File: src/rtl/sweep_sequencer.sv
// Segment scheduler for a triangle-wave sweep generator: plays a table of
// {minval, maxval, stepsize, dwell} entries with an off-gap between segments.
module sweep_sequencer #(
   parameter int NUM_SEG    = 4,
   parameter int GAP_CYCLES = 16,
   localparam int SEG_W     = $clog2(NUM_SEG)
) (
   input  logic                clk_in,
   input  logic                rst_in,
   input  logic                cfg_we_in,
   input  logic [SEG_W+1:0]    cfg_addr_in,
   input  logic [31:0]         cfg_data_in,
   input  logic [SEG_W-1:0]    last_seg_in,
   input  logic                loop_in,
   input  logic                start_in,
   input  logic                abort_in,
   input  logic                hold_req_in,
   output logic                sweep_on_out,
   output logic                sweep_hold_out,
   output logic signed [15:0]  minval_out,
   output logic signed [15:0]  maxval_out,
   output logic [31:0]         stepsize_out,
   output logic [SEG_W-1:0]    seg_idx_out,
   output logic                busy_out,
   output logic                done_out
);

   localparam int GAP_W = (GAP_CYCLES > 1) ? $clog2(GAP_CYCLES) : 1;

   typedef enum logic [2:0] {S_IDLE, S_LOAD, S_RUN, S_GAP, S_DONE} state_t;

   state_t             state, state_nxt;
   logic [SEG_W-1:0]   idx, idx_nxt;
   logic [31:0]        dwell_cnt;
   logic [GAP_W-1:0]   gap_cnt;
   logic               hold_q;

   logic signed [15:0] tbl_min   [NUM_SEG];
   logic signed [15:0] tbl_max   [NUM_SEG];
   logic [31:0]        tbl_step  [NUM_SEG];
   logic [31:0]        tbl_dwell [NUM_SEG];

   logic [1:0]         cfg_field;
   logic [SEG_W-1:0]   cfg_seg;

   assign cfg_field = cfg_addr_in[1:0];
   assign cfg_seg   = cfg_addr_in[SEG_W+1:2];

   always_comb begin
      state_nxt = state;
      idx_nxt   = idx;
      unique case (state)
         S_IDLE: begin
            if (start_in && !abort_in) begin
               state_nxt = S_LOAD;
               idx_nxt   = '0;
            end
         end
         S_LOAD: state_nxt = S_RUN;
         S_RUN: begin
            if (!hold_req_in && dwell_cnt == 32'd1) state_nxt = S_GAP;
         end
         S_GAP: begin
            if (gap_cnt == '0) begin
               // A last_seg below the current index ends the sequence too.
               if (idx < last_seg_in) begin
                  idx_nxt   = idx + 1'b1;
                  state_nxt = S_LOAD;
               end else if (loop_in) begin
                  idx_nxt   = '0;
                  state_nxt = S_LOAD;
               end else begin
                  state_nxt = S_DONE;
               end
            end
         end
         S_DONE:  state_nxt = S_IDLE;
         default: state_nxt = S_IDLE;
      endcase
      if (abort_in && state != S_IDLE) begin
         state_nxt = S_IDLE;
         idx_nxt   = idx;
      end
   end

   always_ff @(posedge clk_in) begin
      if (rst_in) begin
         state        <= S_IDLE;
         idx          <= '0;
         dwell_cnt    <= '0;
         gap_cnt      <= '0;
         hold_q       <= 1'b0;
         minval_out   <= '0;
         maxval_out   <= '0;
         stepsize_out <= '0;
         for (int i = 0; i < NUM_SEG; i++) begin
            tbl_min[i]   <= '0;
            tbl_max[i]   <= '0;
            tbl_step[i]  <= '0;
            tbl_dwell[i] <= '0;
         end
      end else begin
         state  <= state_nxt;
         idx    <= idx_nxt;
         // Hold is only forwarded while the segment keeps running.
         hold_q <= (state == S_RUN && state_nxt == S_RUN) ? hold_req_in : 1'b0;

         if (state == S_LOAD && state_nxt == S_RUN) begin
            minval_out   <= tbl_min[idx];
            maxval_out   <= tbl_max[idx];
            stepsize_out <= tbl_step[idx];
            dwell_cnt    <= (tbl_dwell[idx] == 32'd0) ? 32'd1 : tbl_dwell[idx];
         end else if (state == S_RUN && !hold_req_in && dwell_cnt > 32'd1) begin
            dwell_cnt <= dwell_cnt - 32'd1;
         end

         if (state == S_RUN && state_nxt == S_GAP)
            gap_cnt <= GAP_W'(GAP_CYCLES - 1);
         else if (state == S_GAP && gap_cnt != '0)
            gap_cnt <= gap_cnt - 1'b1;

         if (cfg_we_in) begin
            unique case (cfg_field)
               2'd0: tbl_min[cfg_seg]   <= cfg_data_in[15:0];
               2'd1: tbl_max[cfg_seg]   <= cfg_data_in[15:0];
               2'd2: tbl_step[cfg_seg]  <= cfg_data_in;
               2'd3: tbl_dwell[cfg_seg] <= cfg_data_in;
               default: ;
            endcase
         end
      end
   end

   assign sweep_on_out   = (state == S_RUN);
   assign sweep_hold_out = hold_q;
   assign seg_idx_out    = idx;
   assign busy_out       = (state != S_IDLE);
   assign done_out       = (state == S_DONE) && !abort_in;

endmodule

File: config.mk
export PLATFORM = sky130hd
export DESIGN_NAME = sweep_sequencer
export DESIGN_NICKNAME = d
export VERILOG_FILES = /design/src/rtl/sweep_sequencer.sv
export SDC_FILE = /design/constraint.sdc
export NUM_CORES = 1
export LEC_CHECK = 0
export CELL_PAD_IN_SITES_DETAIL_PLACEMENT = 0
export CELL_PAD_IN_SITES_GLOBAL_PLACEMENT = 1
export CORE_MARGIN = 1.5
export CORE_UTILIZATION = 54
export DETAILED_ROUTE_END_ITERATION = 16
export GPL_ROUTABILITY_DRIVEN = 0
export PLACE_DENSITY = 0.95
export SLEW_MARGIN = 30
export SYNTH_ARGS = -nofsm -noshare
export SYNTH_HDL_FRONTEND = slang
export SYNTH_SLANG_ARGS = --single-unit
File: constraint.sdc
create_clock -name clk_in -period 6.4 [get_ports clk_in]
set_input_delay 1.28 -clock clk_in [delete_from_list [all_inputs] [get_ports clk_in]]
set_output_delay 1.28 -clock clk_in [all_outputs]
set_load 0.005 [all_outputs]
==> impl_metrics.env, run 1 <==
export IMPL_overflow=0
export IMPL_cp_cell_sequence="clkdlybuf4s50_1 > nor4b_1 > clkdlybuf4s50_1"
export IMPL_hpwl_um=29660
export IMPL_finalNonFillerCells=2219
export IMPL_maxCapViolCount=0
export IMPL_arrival_ns=2.67
export IMPL_finalSetupViolations=0
export IMPL_rsz0062_at_grt="no"
export IMPL_post_synth_num_cell_types=69
export IMPL_syn_area_um2=21520
export IMPL_dr_total_vias=13380
export IMPL_cts_setup_buffers=0
export IMPL_synth_top_area_cell="edfxtp_1"
export IMPL_synth_area_leaders="edfxtp_1 (54%), dfxtp_1 (10%), mux4_2 (10%)"
export IMPL_synth_edff_count=384
export IMPL_antenna_found_initial=2
export IMPL_drt_initial_drc_count=1396
export IMPL_critPathKind="in -> out"
export IMPL_drive_gt1_share_pct=14.76
export IMPL_power_leakage_nw=8.654
export IMPL_yosys_warnings=0
export IMPL_postCtsHoldBufs=0
export IMPL_critPathLaunchType="input pin"
export IMPL_synth_cells=1589
export IMPL_grt_pass1_wl_um=77250
export IMPL_finalHoldViolCount=0
export IMPL_cpPeakStageDelay_ns=0.56
export IMPL_synth_commonest_cells="edfxtp_1 (384), and2_1 (273), nand2_1 (158), and3_1 (113), dfxtp_1 (108)"
export IMPL_cts_tree="yes"
export IMPL_crit_cells=3
export IMPL_cp_required_ns=5.12
export IMPL_cp_top_family="buffers and inverters"
export IMPL_pin_count=115
export IMPL_clock_latency_ns=0.57
export IMPL_grtUsageTotal_pct=24.61
export IMPL_die_w_um=202.6
export IMPL_drt_total_wl_um=50310
export IMPL_slew_headroom_pct=38.17
export IMPL_fin_skew_ns=0.01389
export IMPL_p_total_mw=6.931
export IMPL_nNetsFinal=1709
export IMPL_ys_ff_latch=492
export IMPL_grt_max_degree=78
export IMPL_critical_path_buf_inv_count=2
export IMPL_coreArea_um2=39010
export IMPL_cp_max_fo=7
export IMPL_htree_levels=2
export IMPL_ant_nets=0
export IMPL_routedWlPerCell_um=22.67
export IMPL_setup_tns_ns=0
export IMPL_min_period_over_period_pct=61.76
export IMPL_timing_hold_ws_ns=0.4527
export IMPL_cts_made_buffers=48
export IMPL_maxSlewViolCount=0
export IMPL_grt_pass1_vias=13430
export IMPL_hold_depth=2
export IMPL_areaGrowthSynthToFinish_pct=15.04
export IMPL_die_area_um2=41060
export IMPL_cts_root_buf="clkbuf_16"
export IMPL_power_per_cell_area_nw_per_um2=280.0
export IMPL_synthFlopType="edfxtp_1"
export IMPL_worst_setup_path_end_kind="primary output"
export IMPL_design_area_um2=24760
export IMPL_initial_core_util_pct=55.17
export IMPL_status="finished, final reports clean"
export IMPL_syn_area_per_cell_um2=13.54
export IMPL_synth_top_area_share_pct=53.58
export IMPL_via_per_inst=6.028
export IMPL_clkTransAtPathRegs_ns=0.06
export IMPL_tightest_slew_ns=0.9255
export IMPL_yosysMostFrequentCell="edfxtp_1"
export IMPL_ys_seq_area_share_pct=63.63
export IMPL_floorplan_rows=72
export IMPL_remaining_drc_errors=0
export IMPL_slowest_stage="clkdlybuf4s50_1"
export IMPL_reg2reg_depth=7
export IMPL_postCtsResizedCells=0
export IMPL_port_buffers=114
export IMPL_finalWorstPathRequiredPeriod_ns=3.952
export IMPL_drt_first_pass_iters=7
export IMPL_clock_path_buffers=3
export IMPL_crit_path_frequent_cell="clkdlybuf4s50_1"
export IMPL_max_freq_mhz=253.0
export IMPL_dp_cells=2124
export IMPL_syn_num_nets=1638
export IMPL_vdd_ir_drop_max_v=0.0002228
export IMPL_chipHeight_um=202.6
export IMPL_async_reset_ff_share_pct=0
export IMPL_holdCritPathClass="reg -> reg"
export IMPL_cts_sinks=492
export IMPL_dpl_cell_area_um2=23110
cells by family (layout without fill, tap and decap cells):
kind of cell | Yosys count | in the layout | synth area share [%]
AO/OA/AOI/OAI | 152 | 152 | 4.384
multiplexers | 102 | 102 | 10.33
AND/OR/NAND/NOR | 696 | 696 | 18.44
flip-flops | 492 | 492 | 63.63
buffers and inverters | 132 | 243 | 2.529
XOR/XNOR | 11 | 11 | 0.4477
other | 0 | 1 | 0
adder cells (fa/ha/maj) | 4 | 4 | 0.2326
area by class of cell:
| class | instances | area, µm² |
|---|---|---|
| fill | 2744 | 14250 |
| sequential | 492 | 13700 |
| multi-input combinational | 965 | 7401 |
| timing repair buffer | 145 | 1410 |
| clock buffer | 67 | 1334 |
| tap | 518 | 648.1 |
| clock inverter | 23 | 229.0 |
| inverter | 8 | 30.03 |
| antenna | 1 | 2.502 |
state kept, by name, indices dropped and copies added (netlist names), named ones only:
| name | count |
|---|---|
| sweep_hold_out | 1 |
| tbl_max | 64 |
| gap_cnt | 4 |
| stepsize_out | 32 |
| maxval_out | 16 |
| tbl_min | 64 |
| dwell_cnt | 32 |
| tbl_dwell | 128 |
| minval_out | 16 |
| tbl_step | 128 |
| seg_idx_out | 2 |
| state | 3 |
worst paths after layout:
kind	slack [ns]	startpoint	endpoint
worst max-delay path	2.45	abort_in	done_out
worst min-delay path	0.45	maxval_out[4]	maxval_out[4]
worst max register to register	3.68	register	dwell_cnt[0]
worst min register to register	0.45	maxval_out[4]	maxval_out[4]
stage by stage:
step                util [%]  setup slack, ns
floorplan                  -            1.867
global placement       59.24            1.928
detailed placement     59.25            1.876
CTS                    63.26            2.451
global route           63.46            2.164
finish                 63.46            2.448
per-layer routing:
layer | GRT usage, % | vias to the layer above | share of wire, %
li1 | - | 6021 | -
met1 | 32.40 | 6771 | 40
met2 | 41.63 | 494 | 51
met3 | 3.387 | 91 | 6.4
met4 | 9.656 | 0 | 3.1
met5 | 0 | - | 0
tightest hold or removal path, stage by stage (launching register included):
cell and delay, ns:
dfxtp_1 0.31, nand2_1 0.05, a21oi_1 0.05
power breakdown:
part | switching [mW] | internal [mW] | total, mW
Combinational | 0.286 | 0.163 | 0.449
Clock | 1.19 | 1.62 | 2.81
Sequential | 0.0606 | 3.61 | 3.67
placed cells by master, fill, tap and decap left out, drive strengths merged, types with 19 or more instances in the layout:
master,synthesis,final
nor4,22,22
buf,19,32
and2,274,274
mux4,96,96
nand2,159,159
clkdlybuf4s50,0,113
clkbuf,105,67
and3,113,113
edfxtp,384,384
dfxtp,108,108
nor2,43,43
nor3,19,19
a21oi,78,78
o21ai,20,20
Power figures use the tool's default switching activity.
==> inputs of run 2 (changes only) <==
--- a/config.mk
+++ b/config.mk
@@ -8,10 +8,10 @@
 export CELL_PAD_IN_SITES_DETAIL_PLACEMENT = 0
 export CELL_PAD_IN_SITES_GLOBAL_PLACEMENT = 1
 export CORE_MARGIN = 1.5
-export CORE_UTILIZATION = 54
+export CORE_UTILIZATION = 45
 export DETAILED_ROUTE_END_ITERATION = 16
 export GPL_ROUTABILITY_DRIVEN = 0
-export PLACE_DENSITY = 0.95
+export PLACE_DENSITY = 0.86
 export SLEW_MARGIN = 30
 export SYNTH_ARGS = -nofsm -noshare
 export SYNTH_HDL_FRONTEND = slang
==> constraint.sdc (replaced) <==
create_clock -name clk_in -period 3.5 [get_ports clk_in]
set_input_delay 0.7 -clock clk_in [delete_from_list [all_inputs] [get_ports clk_in]]
set_output_delay 0.7 -clock clk_in [all_outputs]
set_load 0.005 [all_outputs]
==> run 2 against run 1 <==
Net effect: sequential share of layout area decreased by 0.76 points; critical path depth unchanged; cell area increased by 1.4%; register-to-register slack got worse by 2.9 ns; non-clock buffer count increased by 14; sequential power increased by 82%; hold slack about the same; critical endpoint unchanged; largest power group unchanged; highest routed layer unchanged.
==> impl_metrics.env, run 2 (same netlist as run 1, synthesis figures left out) <==
export IMPL_status="finished, final reports clean"
export IMPL_coreArea_um2=46850
export IMPL_holdCritPathClass="reg -> reg"
export IMPL_ant_nets=0
export IMPL_maxCapViolCount=0
export IMPL_dpl_cell_area_um2=23410
export IMPL_fin_skew_ns=0.009343
export IMPL_diodes=0
export IMPL_areaGrowthSynthToFinish_pct=16.63
export IMPL_cp_required_ns=2.80
export IMPL_htree_levels=2
export IMPL_dp_cells=2231
export IMPL_pin_count=115
export IMPL_top_regs="tbl_dwell (128), tbl_step (128)"
export IMPL_clock_latency_ns=0.57
export IMPL_critPathLaunchType="input pin"
export IMPL_port_buffers=114
export IMPL_hpwl_um=30140
export IMPL_cts_made_buffers=49
export IMPL_max_freq_mhz=357.6
export IMPL_dr_total_vias=13280
export IMPL_antenna_found_initial=1
export IMPL_cts_tree="yes"
export IMPL_clock_path_buffers=3
export IMPL_final_cell_mix="edfxtp_1 (384), and2_1 (273), nand2_1 (158)"
export IMPL_finalNonFillerCells=2323
export IMPL_setup_slack_ns=0.7035
export IMPL_vdd_ir_drop_max_v=0.0003850
export IMPL_setup_tns_ns=0
export IMPL_rsz0062_at_grt="no"
export IMPL_die_w_um=221.7
export IMPL_nNetsFinal=1724
export IMPL_initial_core_util_pct=45.93
export IMPL_drt_first_pass_iters=6
export IMPL_floorplan_rows=79
export IMPL_grt_pass1_wl_um=78080
export IMPL_cts_setup_buffers=0
export IMPL_cts_root_buf="clkbuf_16"
export IMPL_cts_sinks=492
export IMPL_finalHoldViolCount=0
export IMPL_min_period_over_period_pct=79.90
export IMPL_mostFrequentLayoutCell="edfxtp_1"
export IMPL_finalWorstPathRequiredPeriod_ns=2.796
export IMPL_arrival_ns=2.10
export IMPL_routedWlPerCell_um=21.50
export IMPL_clkTransAtPathRegs_ns=0.06
export IMPL_drt_initial_drc_count=1238
export IMPL_drive_gt1_share_pct=15.73
export IMPL_rrSetupSlack_ns=0.76
export IMPL_place_ws_ns=0.4369
export IMPL_drt_total_wl_um=49950
export IMPL_finalSetupViolations=0
export IMPL_die_area_um2=49140
export IMPL_power_leakage_nw=8.789
export IMPL_chipHeight_um=221.7
export IMPL_grt_pass1_vias=13460
export IMPL_postCtsResizedCells=0
export IMPL_via_per_inst=5.717
export IMPL_postCtsHoldBufs=0
export IMPL_slew_headroom_pct=46.35
export IMPL_overflow=0
export IMPL_maxSlewViolCount=0
export IMPL_worst_setup_path_end_kind="primary output"
export IMPL_cp_max_fo=7
export IMPL_grtUsageTotal_pct=20.35
export IMPL_tightest_slew_ns=0.8017
export IMPL_power_per_cell_area_nw_per_um2=515.4
export IMPL_grt_max_degree=110
export IMPL_critPathKind="in -> out"
export IMPL_remaining_drc_errors=0
export IMPL_design_area_um2=25100
run 2: cell types whose count changed in the layout (fill, tap and decap cells not counted), moves of 3 or more:
cell / delta
o21ai_4: +3
o21ai_2: -3
o31ai_2: +3
clkbuf_8: +3
o31ai_4: -3
buf_12: +5
buf_6: -3
buf_4: +14
clkinv_1: -3
clkbuf_1: -3
run 2: layer usage:
| metal | vias to the layer above | routed length [µm] | GRT usage [%] |
|---|---|---|---|
| met4 | 0 | 1299 | 6.452 |
| li1 | 6047 | - | - |
| met2 | 401 | 25040 | 34.71 |
| met5 | - | 0 | 0 |
| met1 | 6762 | 20860 | 27.12 |
| met3 | 71 | 2756 | 2.664 |
run 2: final timing paths:
check,endpoint,startpoint,depth (start not counted)
setup / recovery,done_out,abort_in,3
hold / removal,minval_out[13],minval_out[13],2
hold reg to reg,minval_out[13],minval_out[13],2
setup reg to reg,dwell_cnt[0],register,7
run 2: layout make-up:
| type | instances | area (µm²) |
|---|---|---|
| Tap cell | 607 | 759.5 |
| Multi-Input combinational cell | 965 | 7383 |
| Timing Repair Buffer | 159 | 1539 |
| Sequential cell | 492 | 13700 |
| Fill cell | 3779 | 21750 |
| Inverter | 8 | 30.03 |
| Clock inverter | 23 | 272.8 |
| Clock buffer | 69 | 1414 |
run 2: through the flow:
stage	power, mW	hold WS (ns)	util [%]
floorplan	7.282	0.4527	-
global placement	7.601	0.4441	49.96
detailed placement	7.635	0.4477	49.96
CTS	13.03	0.4556	53.56
global route	13.33	0.4700	53.57
finish	12.94	0.4531	53.57
run 2: where the power goes:
part | internal (mW) | total [mW] | switching (mW)
combinational | 0.304 | 0.820 | 0.516
clock | 3.21 | 5.42 | 2.22
sequential | 6.59 | 6.69 | 0.100
total | 10.1 | 12.9 | 2.83
run 2: critical path: stages:
cell             delay (ns)
clkdlybuf4s50_1        0.53
nor4b_1                0.31
clkdlybuf4s50_1        0.56
